`src/rtl/dd_pkg.sv`:
```
// Shared constants and FSM state type for the FX3 read-side sequencer.
// Latency: n/a (declarations only).
// Backpressure: n/a.
package dd_pkg;

    // One burst is one buffer half and one 16 KB FX3 endpoint (8192 x 16-bit words).
    localparam int BURST_WORDS  = 8192;
    // Cycles from a buffer read request to valid read data (normal-mode FIFO).
    localparam int FIFO_LATENCY = 1;

    typedef enum logic [2:0] {
        IDLE      = 3'd0,
        WAIT_DATA = 3'd1,
        STREAM    = 3'd2,
        FLUSH     = 3'd3,
        GAP       = 3'd4
    } ctrlState_t;

    // Bits needed to hold the values 0..maxValue.
    function automatic int counterWidth(input int maxValue);
        return (maxValue < 1) ? 1 : $clog2(maxValue + 1);
    endfunction

endpackage

```
`src/rtl/signal_sync.sv`:
```
// Two-flop synchroniser for a slow level flag, plus a one-cycle rising-edge pulse.
// Latency: level visible 2 clocks after it settles; pulse fires in the 3rd clock.
// Backpressure: none; the source must hold each level for more than two clocks.
//
// Ports:
//   clock      in   destination-domain clock
//   reset      in   synchronous, active-high; clears all three flops
//   asyncIn    in   flag from another clock domain
//   risePulse  out  one-cycle pulse per synchronised 0->1 transition
module signal_sync (
    input  logic clock,
    input  logic reset,
    input  logic asyncIn,
    output logic risePulse
);

    logic metaStage;
    logic syncStage;
    logic syncPrev;

    always_ff @(posedge clock) begin
        if (reset) begin
            metaStage <= 1'b0;
            syncStage <= 1'b0;
            syncPrev  <= 1'b0;
        end else begin
            metaStage <= asyncIn;
            syncStage <= metaStage;
            syncPrev  <= syncStage;
        end
    end

    // Edge detect on the already-synchronised level, never on metaStage.
    assign risePulse = syncStage & ~syncPrev;

endmodule

```
`src/rtl/fx3_burst_controller.sv`:
```
// Streams one BURST_WORDS burst per full buffer half into the FX3 slave FIFO; latches overflow errors.
// Latency: fx3Write/fx3PacketEnd trail isReading by FIFO_LATENCY cycles; fx3Data is combinational from dataIn.
// Backpressure: fx3Ready=0 drops isReading in the same cycle; up to FIFO_LATENCY in-flight words still land.
//
// Ports:
//   readClock       in   sole clock (buffer read clock and FX3 PCLK)
//   reset           in   synchronous, active-high
//   collectData     in   host capture enable; its rising edge clears the counters and sticky flag
//   dataAvailable   in   buffer has a full half ready
//   bufferOverflow  in   buffer overflow flag, asynchronous to readClock
//   fx3Ready        in   FX3 endpoint can accept data
//   dataIn          in   buffer read data, valid FIFO_LATENCY cycles after isReading
//   isReading       out  buffer read request (only ever high in STREAM)
//   fx3Write        out  write strobe to FX3
//   fx3Data         out  data to FX3
//   fx3PacketEnd    out  high with the last word of each burst
//   busy            out  high in every state except IDLE
//   overflowSticky  out  latched overflow error
//   burstCount      out  completed bursts since capture start, wraps
//   overflowCount   out  overflow events since capture start, saturates
module fx3_burst_controller #(
    parameter int BURST_WORDS  = dd_pkg::BURST_WORDS,
    parameter int FIFO_LATENCY = dd_pkg::FIFO_LATENCY,
    parameter int GAP_CYCLES   = 4,
    parameter int COUNT_WIDTH  = 16
) (
    input  logic                   readClock,
    input  logic                   reset,
    input  logic                   collectData,
    input  logic                   dataAvailable,
    input  logic                   bufferOverflow,
    input  logic                   fx3Ready,
    input  logic [15:0]            dataIn,
    output logic                   isReading,
    output logic                   fx3Write,
    output logic [15:0]            fx3Data,
    output logic                   fx3PacketEnd,
    output logic                   busy,
    output logic                   overflowSticky,
    output logic [COUNT_WIDTH-1:0] burstCount,
    output logic [COUNT_WIDTH-1:0] overflowCount
);

    import dd_pkg::*;

    // The issue counter must be able to hold BURST_WORDS itself, hence the extra bit.
    localparam int ISSUE_W   = $clog2(BURST_WORDS) + 1;
    localparam int PHASE_MAX = (GAP_CYCLES > FIFO_LATENCY) ? GAP_CYCLES : FIFO_LATENCY;
    localparam int PHASE_W   = counterWidth(PHASE_MAX);

    localparam logic [ISSUE_W-1:0]     ISSUE_LIMIT = ISSUE_W'(BURST_WORDS);
    localparam logic [ISSUE_W-1:0]     LAST_ISSUE  = ISSUE_W'(BURST_WORDS - 1);
    localparam logic [PHASE_W-1:0]     FLUSH_LAST  = PHASE_W'(FIFO_LATENCY - 1);
    localparam logic [PHASE_W-1:0]     GAP_LAST    = PHASE_W'(GAP_CYCLES - 1);
    localparam logic [COUNT_WIDTH-1:0] COUNT_MAX   = '1;

    ctrlState_t             state;
    ctrlState_t             nextState;
    logic [ISSUE_W-1:0]     issued;
    logic [PHASE_W-1:0]     phaseCount;
    logic                   lastIssue;
    logic                   flushDone;
    logic                   gapDone;
    logic                   collectPrev;
    logic                   collectRise;
    logic                   overflowRise;
    logic [FIFO_LATENCY-1:0] writePipe;
    logic [FIFO_LATENCY-1:0] endPipe;

    //------------------------------------------------------------------
    // FSM: state register
    //------------------------------------------------------------------
    always_ff @(posedge readClock) begin
        if (reset) begin
            state <= IDLE;
        end else begin
            state <= nextState;
        end
    end

    //------------------------------------------------------------------
    // FSM: next-state logic
    //------------------------------------------------------------------
    always_comb begin
        nextState = state;
        unique case (state)
            IDLE: begin
                if (collectData) nextState = WAIT_DATA;
            end
            WAIT_DATA: begin
                if (!collectData)      nextState = IDLE;
                else if (dataAvailable) nextState = STREAM;
            end
            STREAM: begin
                // Leave on the cycle that issues the last word, so issued reaches
                // BURST_WORDS on the same edge that enters FLUSH. collectData is
                // deliberately ignored here: a started burst always completes.
                if (lastIssue) nextState = FLUSH;
            end
            FLUSH: begin
                if (flushDone) nextState = GAP;
            end
            GAP: begin
                if (gapDone) nextState = collectData ? WAIT_DATA : IDLE;
            end
            default: begin
                nextState = IDLE;
            end
        endcase
    end

    //------------------------------------------------------------------
    // FSM: outputs
    //------------------------------------------------------------------
    always_comb begin
        isReading = 1'b0;
        busy      = 1'b1;
        unique case (state)
            IDLE: begin
                busy = 1'b0;
            end
            STREAM: begin
                // Combinational on fx3Ready so back-pressure stops the read the
                // same cycle; the FX3 watermark absorbs the words already in flight.
                isReading = fx3Ready && (issued < ISSUE_LIMIT);
            end
            default: begin
            end
        endcase
    end

    assign lastIssue = isReading && (issued == LAST_ISSUE);
    assign flushDone = (state == FLUSH) && (phaseCount == FLUSH_LAST);
    assign gapDone   = (state == GAP)   && (phaseCount == GAP_LAST);

    //------------------------------------------------------------------
    // Words requested from the buffer in the current burst
    //------------------------------------------------------------------
    always_ff @(posedge readClock) begin
        if (reset) begin
            issued <= '0;
        end else if (state != STREAM) begin
            issued <= '0;
        end else if (isReading) begin
            issued <= issued + ISSUE_W'(1);
        end
    end

    //------------------------------------------------------------------
    // Dwell counter shared by FLUSH and GAP; restarts on every state change
    //------------------------------------------------------------------
    always_ff @(posedge readClock) begin
        if (reset) begin
            phaseCount <= '0;
        end else if (nextState != state) begin
            phaseCount <= '0;
        end else if ((state == FLUSH) || (state == GAP)) begin
            phaseCount <= phaseCount + PHASE_W'(1);
        end
    end

    //------------------------------------------------------------------
    // Align the write strobe and packet-end marker with the read data
    //------------------------------------------------------------------
    always_ff @(posedge readClock) begin
        if (reset) begin
            writePipe <= '0;
            endPipe   <= '0;
        end else begin
            writePipe[0] <= isReading;
            endPipe[0]   <= lastIssue;
            for (int i = 1; i < FIFO_LATENCY; i++) begin
                writePipe[i] <= writePipe[i-1];
                endPipe[i]   <= endPipe[i-1];
            end
        end
    end

    assign fx3Write     = writePipe[FIFO_LATENCY-1];
    assign fx3PacketEnd = endPipe[FIFO_LATENCY-1];
    assign fx3Data      = dataIn;

    //------------------------------------------------------------------
    // Overflow flag crossing from the write-clock domain
    //------------------------------------------------------------------
    signal_sync overflowSync (
        .clock     (readClock),
        .reset     (reset),
        .asyncIn   (bufferOverflow),
        .risePulse (overflowRise)
    );

    //------------------------------------------------------------------
    // Host-visible status. A new capture (collectData rising) clears
    // everything and takes priority over a coincident overflow or burst end.
    //------------------------------------------------------------------
    assign collectRise = collectData && !collectPrev;

    always_ff @(posedge readClock) begin
        if (reset) begin
            collectPrev    <= 1'b0;
            burstCount     <= '0;
            overflowCount  <= '0;
            overflowSticky <= 1'b0;
        end else begin
            collectPrev <= collectData;
            if (collectRise) begin
                burstCount     <= '0;
                overflowCount  <= '0;
                overflowSticky <= 1'b0;
            end else begin
                if (flushDone) begin
                    burstCount <= burstCount + COUNT_WIDTH'(1);
                end
                if (overflowRise) begin
                    overflowSticky <= 1'b1;
                    if (overflowCount != COUNT_MAX) begin
                        overflowCount <= overflowCount + COUNT_WIDTH'(1);
                    end
                end
            end
        end
    end

endmodule
```
`config.mk`:
```
export PLATFORM = sky130hd
export DESIGN_NAME = fx3_burst_controller
export DESIGN_NICKNAME = d
export VERILOG_FILES = /design/src/rtl/dd_pkg.sv /design/src/rtl/signal_sync.sv /design/src/rtl/fx3_burst_controller.sv
export SDC_FILE = /design/constraint.sdc
export NUM_CORES = 1
export LEC_CHECK = 0
export CAP_MARGIN = 25
export CELL_PAD_IN_SITES_DETAIL_PLACEMENT = 1
export CELL_PAD_IN_SITES_GLOBAL_PLACEMENT = 1
export CORE_ASPECT_RATIO = 0.5
export CORE_MARGIN = 3
export CORE_UTILIZATION = 30
export DETAILED_ROUTE_END_ITERATION = 8
export PLACE_DENSITY_LB_ADDON = 0.1
export SYNTH_ARGS = -nofsm -noshare
export SYNTH_HDL_FRONTEND = slang
export SYNTH_HIERARCHICAL = 1
export SYNTH_SLANG_ARGS = --single-unit
```
`constraint.sdc`:
```
create_clock -name readClock -period 2.85 [get_ports readClock]
set_clock_uncertainty 0.2 [all_clocks]
set_input_delay 0.285 -clock readClock [delete_from_list [all_inputs] [get_ports readClock]]
set_output_delay 0.285 -clock readClock [all_outputs]
set_load 0.005 [all_outputs]
```
-- After elaboration in Yosys (flattened, before gate mapping)
Index checks and enable logic that the tools add are counted.
- $add $sub $neg: 4
- $lt $le $gt $ge: 1
- equality and inequality tests: 9
- mux-type cells: 10
- bitwise operators: 2
- reduce and logical (&&, ||, !) cells: 13
- operators by type and width (operator ; count):
    $add 16x1->16 const B ; 2
    $mux 3 ; 6
    $ne 16x16->1 const B ; 1
    $pmux 3 s5 ; 1
    $add 14x1->14 const B ; 1
    $eq 14x13->1 const B ; 1
    $lt 14x14->1 const B ; 1
    $eq 3x2->1 const B ; 3
    $logic_not 3->1 ; 2
    $reduce_or 2->1 ; 3
    $logic_and 1x1->1 ; 5
    $add 3x1->3 const B ; 1
    $eq 3x1->1 const B ; 1
    $eq 3x3->1 const B ; 1
    $mux 1 ; 3
    $ne 3x2->1 const B ; 1
    $ne 3x3->1 ; 1
    $reduce_and 2->1 ; 1
    $and 1x1->1 ; 1
    $logic_not 1->1 ; 1
    $logic_or 1x1->1 ; 1
    $not 1->1 ; 1
- register bits: 59
- input port bits: 22
- output and inout port bits: 53
- logic and storage cells: 51

-- Longest topological paths before layout
Gate-level depths: netlist of the first run.
- word-level depth: 8
- gate-level depth with buffers: 8
- gate-level depth less buffers: 7

-- Modules after synthesis
The synthesis of the first run kept the hierarchy.
- modules (own cells, without submodules) (module ; times used ; cells each ; area each (um2) ; sequential area each (um2)):
    fx3_burst_controller ; 1 ; 331 ; 2815.2 ; 1121.1
    signal_sync ; 1 ; 7 ; 87.6 ; 60.1

-- Worst setup path after synthesis of the first run
OpenSTA, ideal clock, no wires.
- kind: register -> register
- start point: register phaseCount[0]
- end point: register burstCount[13]
- library setup time: 0.128 ns
- arrival: 1.646 ns
- required time: 2.522 ns
- slack: 0.876 ns
- cell stages (with the launch flop): 9
- buffers on the path: 1
- period minus slack after synthesis: 1.974 ns
- path through: dfxtp_1 -> inv_1 -> ha_1 -> nand3b_4 -> or4_1 -> buf_2 -> nor3_2 -> xnor2_1 -> nor2_1
- word-level cells in the longest chain between the ends: 2
- ends and longest elaborated chain (what ; RTL line ; text):
    start: declaration ; fx3_burst_controller.sv:60 ; logic [PHASE_W-1:0] phaseCount;
    start signal: assignment ; fx3_burst_controller.sv:158 ; phaseCount <= phaseCount + PHASE_W'(1);
    $logic_not 3->1 ; fx3_burst_controller.sv:133 ; assign flushDone = (state == FLUSH) && (phaseCount == FLUSH_LAST);
    $logic_and 1x1->1 ; fx3_burst_controller.sv:133 ;
    end signal: assignment ; fx3_burst_controller.sv:213 ; burstCount <= burstCount + COUNT_WIDTH'(1);
    end: declaration ; fx3_burst_controller.sv:40 ; output logic [COUNT_WIDTH-1:0] burstCount,
Every way passes these cells.
A chain may end at the register's enable or synchronous reset.

-- Final worst setup path of the first run
- start point: register state[1]
- end point: output port isReading
- word-level cells in the longest chain between the ends: 2
- ends and longest elaborated chain (what ; RTL line ; text):
    start: declaration ; fx3_burst_controller.sv:57 ; ctrlState_t state;
    start signal: assignment ; fx3_burst_controller.sv:77 ; state <= nextState;
    $eq 3x2->1 ; fx3_burst_controller.sv:118 ; unique case (state)
    $mux 1 ; fx3_burst_controller.sv:118 ;
    end: declaration ; fx3_burst_controller.sv:34 ; output logic isReading,
Every way passes these cells.

==> results of run 1 <==
-- placed cells by master (no fill, tap or decap), types with 7 or more instances in the layout --
cell / n
inv_1: 11
nor2_1: 59
clkdlybuf4s50_1: 42
xor2_1: 22
clkbuf_16: 9
dfxtp_1: 59
nand2_1: 22
and4_1: 7
and3_1: 7
nand3_1: 10
xnor2_1: 17
o21ai_0: 12
nand4_1: 12
nor2b_1: 10
a21oi_1: 7
nor3_1: 10
-- metrics by stage --
step	utilization	hold WS, ns	cell area, sq um	cells	setup WS, ns
after floorplan	-	0.157	2900	338	0.876
after global placement	0.369	0.221	3340	486	0.570
after detailed placement	0.369	0.231	3340	486	0.511
after CTS	0.404	0.246	3650	502	0.294
after global routing	0.404	0.265	3650	502	0.221
final	0.404	0.240	3650	502	0.288
-- final timing paths --
check	startpoint	endpoint
setup / recovery	state[1]	isReading
hold / removal	overflowSync/metaStage	overflowSync/syncStage
setup reg to reg	state[1]	phaseCount[1]
hold reg to reg	overflowSync/metaStage	overflowSync/syncStage
-- routing by layer --
layer  GRT usage  up-vias  wire [microns]
li1            -     1203               -
met1       0.162     1149            3420
met2       0.226       53            3220
met3      0.0529       15             314
met4      0.0452        0              79
met5           0        -               0
-- state kept, by name (all words and copies together) (netlist names) --
signal	flops
phaseCount	3
overflowSync/metaStage	1
fx3PacketEnd	1
issued	14
overflowCount	16
fx3Write	1
overflowSticky	1
collectPrev	1
burstCount	16
state	3
overflowSync/syncStage	1
overflowSync/syncPrev	1
-- where the power goes --
group	switching [mW]	total, mW	internal, mW
logic	0.0388	0.0696	0.0308
clock network	0.366	1.11	0.744
registers	0.00777	0.839	0.831
-- cells in the mapped netlist (3+ instances only) --
master and count:
a31oi_1 3, o211ai_1 4, nor2b_1 10, mux2i_1 3, nor2_1 59, a21oi_1 7
inv_1 11, buf_4 17, ha_1 6, or3_1 3, o21ai_0 12, nand3_1 10
nor3b_1 3, dfxtp_1 59, xnor2_1 17, xor2_1 22, clkbuf_1 6, and4_1 7
nand4_1 12, nor3_1 10, nor3_2 3, nand2_1 22, and3_1 7
-- kinds of logic (layout without fill, tap and decap cells) --
logic type | count (synthesis) | count (layout)
buffers and inverters | 38 | 72
XOR/XNOR | 39 | 39
AO/OA/AOI/OAI | 35 | 35
AND/OR/NAND/NOR | 158 | 158
flip-flops | 59 | 59
adder cells (fa/ha/maj) | 6 | 6
multiplexers | 3 | 3
-- final cells by class --
class | instances | area (sq um)
Clock inverter | 4 | 47.5
Multi-Input combinational cell | 241 | 1510
Timing Repair Buffer | 45 | 443
Tap cell | 130 | 163
Sequential cell | 59 | 1180
Inverter | 11 | 41.3
Clock buffer | 12 | 267
Fill cell | 1044 | 5390
==> reports/results.tsv, run 1 <==
stage	metric	value	unit
pwr	power.density	552	mW/mm^2
clock_tree	cts_made_buffers	9	
sta	worst_pin_slew	0.642	ns
synthesis	synth_area_per_cell	8.59	sq um
synthesis	synth_cell_type_count	46	
floorplanning	fp.coreArea	0.00904	sq mm
synthesis	synth_area_leaders	dfxtp_1, nor2_1, xor2_1	
detailed_routing	via_per_inst	4.82	
synthesis	synthMuxAreaShare	0.0103	
synthesis	synth_seq_area_share	0.407	
critical_path	crit_path_top_delay_cell	dfxtp_1	
global_routing	first_global_vias	2431	
clock_tree	ctsResizeCount	0	
global_routing	antenna_found_initial	0	
sta	period_needed	2.56	ns
detailed_routing	wl	7.03	mm
critical_path	max_stage_delay	0.61	ns
clock_tree	clk_latency	0.32	ns
synthesis	synthAdderAreaFrac	0.0259	
cells_and_area	area_delta_synth_final	25.9	%
sta	maxSlewHeadroom	0.568	
synthesis	ys_seq_elements	59	
sta	final.setup.tns	0	ns
synthesis	synth_top_family_by_area	simple AND/OR/NAND/NOR gates	
critical_path	critical_path.startpoint_type	register	
synthesis	yosys_warnings	6	
placement	hpwl	5.27	mm
clock_tree	cts_tree	done	
clock_tree	htree_levels	3	
floorplanning	start_util	0.321	
synthesis	post_synth_inst_count	338	
placement	gp_congestion	0.789	
synthesis	synthXorXnorAreaFrac	0.118	
detailed_routing	ant_nets	0	
sta	slew_viol_final	0	
critical_path	r2r_slack	0.61	ns
clock_tree	cts_root_buf	clkbuf_16	
synthesis	synth_area	0.00290	sq mm
job	maxCapViolations	0	
clock_tree	path_clk_slew	0.05	ns
worst_hold_path	hp-class	register to register	
critical_path	endpoint_kind	output port	
synthesis	synth_top_area_frac	0.407	
sta	layout_worst_path_cycle_share	0.899	
floorplanning	ios	75	
floorplanning	num_rows	24	
cells_and_area	antenna_cells	0	
critical_path	cp.arrival	2.08	ns
clock_tree	clkSinkCount	59	
sta	finalHoldViolCount	0	
synthesis	yosys.area_share.simple	0.290	
floorplanning	die_h	75.6	microns
floorplanning	die_width	145	microns
critical_path	cp.required	2.37	ns
critical_path	crit_chain	and4bb_2 > nor2b_1 > clkdlybuf4s50_1	
clock_tree	cts_max_path_buffers	2	
synthesis	synth_edf_count	0	
pwr	ir_worst_vdd	0.306	mV
cells_and_area	drive_above_1_share	0.0753	
critical_path	reg2regPathDepth	5	
cells_and_area	nets	395	
critical_path	worstPathMaxFanout	12	
global_routing	grt_pass1_wl	11.8	mm
critical_path	cp_num_cells	3	
sta	rsz0062_at_grt	false	
detailed_routing	first_iter_violations	129	
global_routing	grt_overflow	0	
detailed_routing	post_drt_wl_per_cell	14.0	microns
critical_path	path_class	register to output port	
critical_path	path_buf_inv	1	
pwr	p_total	2.02	mW
sta	finalSetupViolCount	0	
synthesis	async_flop_share	0	
floorplanning	dieArea	0.0110	sq mm
outcome	outcome	finished, final reports clean	
critical_path	path_delay_family	flip-flops	
global_routing	groute.usage.overall	0.134	
detailed_routing	firstDrtPassIters	4	
synthesis	mappedNetlistNets	366	
sta	max_freq	390	MHz
synthesis	synth_top_cell_by_area	dfxtp_1	
synthesis	synth_compound_area_frac	0.0767	
placement	io_buffer_count	42	
synthesis	yosys_most_used_dff	dfxtp_1	
detailed_routing	drc	0	
detailed_routing	vias	2420	
clock_tree	postCtsHoldBufs	0	
worst_hold_path	worstHoldPathCells	1	
clock_tree	cts_setup_buffers	0	
global_routing	grt_max_degree	21	
pwr	p_leak	1.22	nW
(Power assumes the default switching activity.)
==> run 2, diff against run 1 <==
- CORE_ASPECT_RATIO: 0.5 -> 0.8
- CORE_UTILIZATION: 30 -> 36
- CTS_CLUSTER_DIAMETER: default -> 30
==> reports/results.tsv, run 2 (synthesis results as in run 1) <==
stage	metric	value	unit	change
critical_path	cp.arrival	2.03	ns	-0.05 ns
placement	gp_congestion	0.801		+1.5%
pwr	power.density	479	mW/mm^2	-13%
detailed_routing	post_drt_wl_per_cell	14.3	microns	+2.2%
sta	rsz0062_at_grt	false		
floorplanning	die_h	86.3	microns	+14%
clock_tree	clk_latency	0.33	ns	about the same
critical_path	path_class	register to output port		
cells_and_area	reg.largest.list	burstCount (16), overflowCount (16), issued (14)		
cells_and_area	nFillCells	900		-14%
sta	setup_ws	0.330	ns	+0.0416 ns
sta	fin_hold_ws	0.252	ns	+0.0114 ns
clock_tree	ctsResizeCount	0		unchanged
critical_path	crit_path_top_delay_cell	clkdlybuf4s50_1		
global_routing	antenna_found_initial	0		unchanged
cells_and_area	antenna_cells	0		unchanged
detailed_routing	first_iter_violations	93		-28%
sta	maxSlewHeadroom	0.589		+0.0210
pwr	p_leak	1.17	nW	-3.5%
cells_and_area	drive_above_1_share	0.0726		-0.00269
outcome	outcome	finished, final reports clean		
critical_path	path_delay_family	simple AND/OR/NAND/NOR gates		
clock_tree	clkSinkCount	59		unchanged
global_routing	grt_overflow	0		unchanged
sta	max_freq	397	MHz	+1.7%
clock_tree	htree_levels	3		unchanged
global_routing	grt_max_degree	23		+9.5%
detailed_routing	via_per_inst	5.09		+5.5%
critical_path	path_buf_inv	1		unchanged
critical_path	reg2regPathDepth	5		unchanged
sta	layout_worst_path_cycle_share	0.884		-0.0146
worst_hold_path	worstHoldPathCells	1		unchanged
sta	finalSetupViolCount	0		unchanged
clock_tree	path_clk_slew	0.07	ns	+0.02 ns
critical_path	crit_chain	and4bb_2 > nor2b_1 > clkdlybuf4s50_1		
critical_path	regToRegEndpoint	burstCount[13]		
global_routing	first_global_vias	2442		+0.45%
critical_path	critical_path.startpoint_type	register		
clock_tree	cts_root_buf	clkbuf_8		
sta	final.setup.tns	0	ns	unchanged
clock_tree	postCtsHoldBufs	0		unchanged
floorplanning	dieArea	0.00918	sq mm	-16%
floorplanning	num_rows	28		+17%
worst_hold_path	hp-class	register to register		
floorplanning	die_width	106	microns	-27%
cells_and_area	nets	395		unchanged
pwr	ir_worst_vdd	0.272	mV	-11%
clock_tree	cts_tree	done		
sta	period_needed	2.52	ns	-0.0416 ns
sta	worst_pin_slew	0.615	ns	-0.0271 ns
floorplanning	start_util	0.382		+0.0607
critical_path	r2r_slack	0.55	ns	-0.06 ns
critical_path	endpoint_kind	output port		
clock_tree	cts_made_buffers	9		unchanged
critical_path	cp.required	2.37	ns	about the same
placement	place_ws	0.444	ns	-0.0668 ns
critical_path	worstPathMaxFanout	15		+3
detailed_routing	drc	0		unchanged
cells_and_area	layout_common_cells	nor2_1, dfxtp_1, clkdlybuf4s50_1		
worst_hold_path	hold_path_end	overflowSync/syncStage		
critical_path	max_stage_delay	0.55	ns	-0.06 ns
cells_and_area	area_delta_synth_final	21.4	%	
detailed_routing	vias	2426		+0.25%
detailed_routing	firstDrtPassIters	4		unchanged
placement	hpwl	5.01	mm	-5.0%
floorplanning	fp.coreArea	0.00760	sq mm	-16%
clock_tree	cts_max_path_buffers	2		unchanged
placement	io_buffer_count	42		unchanged
job	maxCapViolations	0		unchanged
worst_hold_path	hp-start	overflowSync/metaStage		
critical_path	r2r-start	state[0]		
sta	slew_viol_final	0		unchanged
global_routing	grt_pass1_wl	11.7	mm	-0.65%
clock_tree	cts_setup_buffers	0		unchanged
global_routing	groute.usage.overall	0.160		+0.0257
floorplanning	ios	75		unchanged
detailed_routing	wl	6.83	mm	-2.8%
detailed_routing	ant_nets	0		unchanged
sta	finalHoldViolCount	0		unchanged
[run 2: cell count changes in the layout (fill, tap and decap cells not counted), sizes merged]
cell	previous run	this run
clkinvlp	1	0
clkinv	2	3
[run 2: how the worst max path moves through the flow]
stage,from,endpoint,slack (ns),cells after the start
after floorplan,phaseCount[0],burstCount[13],0.88,8
after global placement,fx3Ready,phaseCount[2],0.52,6
after detailed placement,fx3Ready,phaseCount[1],0.44,6
after CTS,state[2],isReading,0.32,3
after global routing,state[2],isReading,0.21,3
final,state[2],isReading,0.33,3
[run 2: final cells by class]
class / instances / area [sq um] / area share
sequential: 59 / 1180 / 0.335
clock buffer: 12 / 155 / 0.0440
timing repair buffer: 45 / 455 / 0.129
clock inverter: 4 / 48.8 / 0.0138
multi-input combinational: 241 / 1510 / 0.429
inverter: 11 / 41.3 / 0.0117
tap: 105 / 131 / 0.0373
[run 2: power breakdown]
part	internal (mW)	total (mW)	switching, mW
Clock	0.450	0.782	0.331
Sequential	0.830	0.838	0.00822
Combinational	0.0316	0.0691	0.0375
[run 2: layer usage]
metal  up-vias  part of all wire  track usage
met5         -                 0            0
met4         0             0.017       0.0647
met2        48              0.42        0.244
met3        16             0.042       0.0432
met1      1157              0.52        0.215
li1       1205                 -            -
[run 2: per-stage QoR]
step	area, sq um	utilization	std cells	power [mW]
2_1_floorplan	2900	-	338	0.915
3_3_place_gp	3320	0.437	461	0.925
3_5_place_dp	3320	0.437	461	0.927
4_1_cts	3520	0.464	477	1.71
5_1_grt	3520	0.464	477	1.77
6_report	3520	0.464	477	1.69
==> run 3, diff against run 2 <==
- SYNTH_HIERARCHICAL: 1 -> default
==> reports/results.tsv, run 3 <==
stage	metric	value	unit	change
pwr	power.density	489	mW/mm^2	+2.1%
clock_tree	htree_levels	3		unchanged
clock_tree	cts_made_buffers	9		unchanged
global_routing	groute.usage.overall	0.158		-0.00157
detailed_routing	post_drt_wl_per_cell	14.1	microns	-1.6%
synthesis	yosys_most_used_dff	dfxtp_1		
critical_path	endpoint_kind	output port		
critical_path	path_delay_family	simple AND/OR/NAND/NOR gates		
detailed_routing	firstDrtPassIters	4		unchanged
sta	max_freq	422	MHz	+6.2%
detailed_routing	vias	2381		-1.9%
sta	period_needed	2.37	ns	-0.148 ns
cells_and_area	nets	395		unchanged
sta	slew_viol_final	0		unchanged
cells_and_area	layoutNonFillerInstCount	477		unchanged
global_routing	grt_overflow	0		unchanged
cells_and_area	area_delta_synth_final	20.6	%	
sta	rsz0062_at_grt	false		
outcome	outcome	finished, final reports clean		
floorplanning	fp.coreArea	0.00760	sq mm	unchanged
critical_path	critical_path.startpoint_type	register		
clock_tree	cts_setup_buffers	0		unchanged
sta	fin_hold_ws	0.257	ns	+0.00538 ns
worst_hold_path	hp-class	register to register		
critical_path	worstPathMaxFanout	10		-5
synthesis	synth_top_area_frac	0.406		-0.000525
floorplanning	num_rows	28		unchanged
critical_path	path_buf_inv	1		unchanged
synthesis	yosys_warnings	0		-6
synthesis	synth_edf_count	0		unchanged
synthesis	synth_most_common_cell	dfxtp_1		
sta	finalHoldViolCount	0		unchanged
placement	gp_congestion	0.796		-0.54%
critical_path	path_class	register to output port		
job	maxCapViolations	0		unchanged
critical_path	max_stage_delay	0.56	ns	about the same
synthesis	synth_cell_type_count	43		-6.5%
sta	final.setup.tns	0	ns	unchanged
global_routing	grt_max_degree	34		+48%
detailed_routing	drc	0		unchanged
clock_tree	clkSinkCount	59		unchanged
clock_tree	cts_tree	done		
clock_tree	ctsResizeCount	0		unchanged
detailed_routing	wl	6.72	mm	-1.6%
floorplanning	die_h	86.4	microns	about the same
synthesis	synth_seq_area_share	0.406		-0.000525
synthesis	ys_seq_elements	59		unchanged
global_routing	first_global_vias	2444		+0.082%
floorplanning	dieArea	0.00919	sq mm	+0.12%
clock_tree	path_clk_slew	0.07	ns	about the same
detailed_routing	first_iter_violations	34		-63%
sta	finalSetupViolCount	0		unchanged
critical_path	crit_path_top_delay_cell	clkdlybuf4s50_1		
clock_tree	cts_max_path_buffers	2		unchanged
critical_path	r2r_slack	0.54	ns	about the same
floorplanning	start_util	0.382		+0.000494
clock_tree	cts_root_buf	clkbuf_8		
critical_path	crit_chain	nand4bb_4 > nor2_1 > clkdlybuf4s50_1		
cells_and_area	layout_common_cells	dfxtp_1, nor2_1, clkdlybuf4s50_1		
sta	worst_pin_slew	0.562	ns	-0.0532 ns
pwr	ir_worst_vdd	0.217	mV	-20%
global_routing	grt_pass1_wl	11.7	mm	+0.18%
synthesis	synth_area_leaders	dfxtp_1, nor2_1, xor2_1		
sta	maxSlewHeadroom	0.623		+0.0338
placement	io_buffer_count	42		unchanged
critical_path	cp.required	2.37	ns	about the same
clock_tree	clk_latency	0.33	ns	about the same
placement	placed_cells_incl_taps	461		unchanged
synthesis	synth_area_per_cell	8.52	sq um	-0.75%
cells_and_area	final_common_cell	dfxtp_1		
floorplanning	ios	75		unchanged
synthesis	synth_area	0.00291	sq mm	+0.13%
global_routing	antenna_found_initial	0		unchanged
cells_and_area	nFillCells	910		+1.1%
synthesis	synth_top_cell_by_area	dfxtp_1		
synthesis	async_flop_share	0		unchanged
detailed_routing	via_per_inst	4.99		-1.9%
clock_tree	postCtsHoldBufs	0		unchanged
synthesis	synthTopCellsByCount	dfxtp_1, nor2_1, nor3_1		
cells_and_area	antenna_cells	0		unchanged
critical_path	cp.arrival	1.89	ns	-0.14 ns
synthesis	post_synth_inst_count	341		+0.89%
cells_and_area	drive_above_1_share	0.0645		-0.00806
pwr	p_leak	1.15	nW	-2.3%
floorplanning	die_width	106	microns	about the same
detailed_routing	ant_nets	0		unchanged
sta	layout_worst_path_cycle_share	0.832		-0.0519
placement	hpwl	4.84	mm	-3.3%
synthesis	mappedNetlistNets	369		+0.82%
cells_and_area	reg.largest.list	burstCount (16), overflowCount (16), issued (14)		
## run 3: cell count changes after synthesis, sizes merged, moves of 4 or more
cell,previous run,this run
clkbuf,7,11
a21oi,7,12
nor3,13,19
and4,7,3
nand2,22,15
xor2,22,18
or3,3,8
nor2b,11,7
## run 3: layout make-up
cell class	count	area, sq um	share of cell area
tap	105	131	0.0375
inverter	14	52.6	0.0150
multi-input combinational	238	1490	0.425
clock inverter	5	77.6	0.0221
timing repair buffer	45	443	0.126
sequential	59	1180	0.337
clock buffer	11	131	0.0375
## run 3: layer usage
| metal | up-vias | wire, microns | GRT usage |
|---|---|---|---|
| met5 | - | 0 | 0 |
| met4 | 0 | 35 | 0.0337 |
| met3 | 8 | 311 | 0.0655 |
| met2 | 40 | 2990 | 0.251 |
| met1 | 1123 | 3380 | 0.204 |
| li1 | 1210 | - | - |
## run 3: final timing paths
check | from | end | depth (start not counted)
worst max-delay path | state[2] | isReading | 3
worst min-delay path | overflowSync.metaStage | overflowSync.syncStage | 1
worst max register to register | phaseCount[0] | phaseCount[1] | 7
worst min register to register | overflowSync.metaStage | overflowSync.syncStage | 1
## run 3: worst register-to-register path: stages (launching register included)
cell and delay, ns:
dfxtp_1 0.33, ha_1 0.20, ha_1 0.20, nor2b_1 0.13, o211a_1 0.25, a211oi_1 0.50
xnor2_1 0.19, a2111oi_2 0.22
## run 3: stage by stage
stage / power, mW / area [sq um] / utilization / setup WS, ns
3_5_place_dp: 0.919 / 3300 / 0.434 / 0.512
2_1_floorplan: 0.912 / 2910 / - / 0.778
3_3_place_gp: 0.919 / 3300 / 0.434 / 0.518
4_1_cts: 1.74 / 3510 / 0.461 / 0.419
5_1_grt: 1.80 / 3510 / 0.461 / 0.318
6_report: 1.72 / 3510 / 0.461 / 0.478
## run 3: logic make-up (layout without fill, tap and decap cells)
| group | count (synthesis) | after routing | synth area share |
|---|---|---|---|
| multiplexers | 4 | 4 | 0.0138 |
| flip-flops | 59 | 59 | 0.406 |
| XOR/XNOR | 34 | 34 | 0.102 |
| buffers and inverters | 44 | 75 | 0.0827 |
| AO/OA/AOI/OAI | 41 | 41 | 0.0917 |
| adder cells (fa/ha/maj) | 6 | 6 | 0.0258 |
| AND/OR/NAND/NOR | 153 | 153 | 0.277 |
## run 3: power breakdown
part           switching [mW]  internal, mW
clock                   0.326         0.490
sequential            0.00752         0.830
combinational          0.0360        0.0261
total                   0.369          1.35
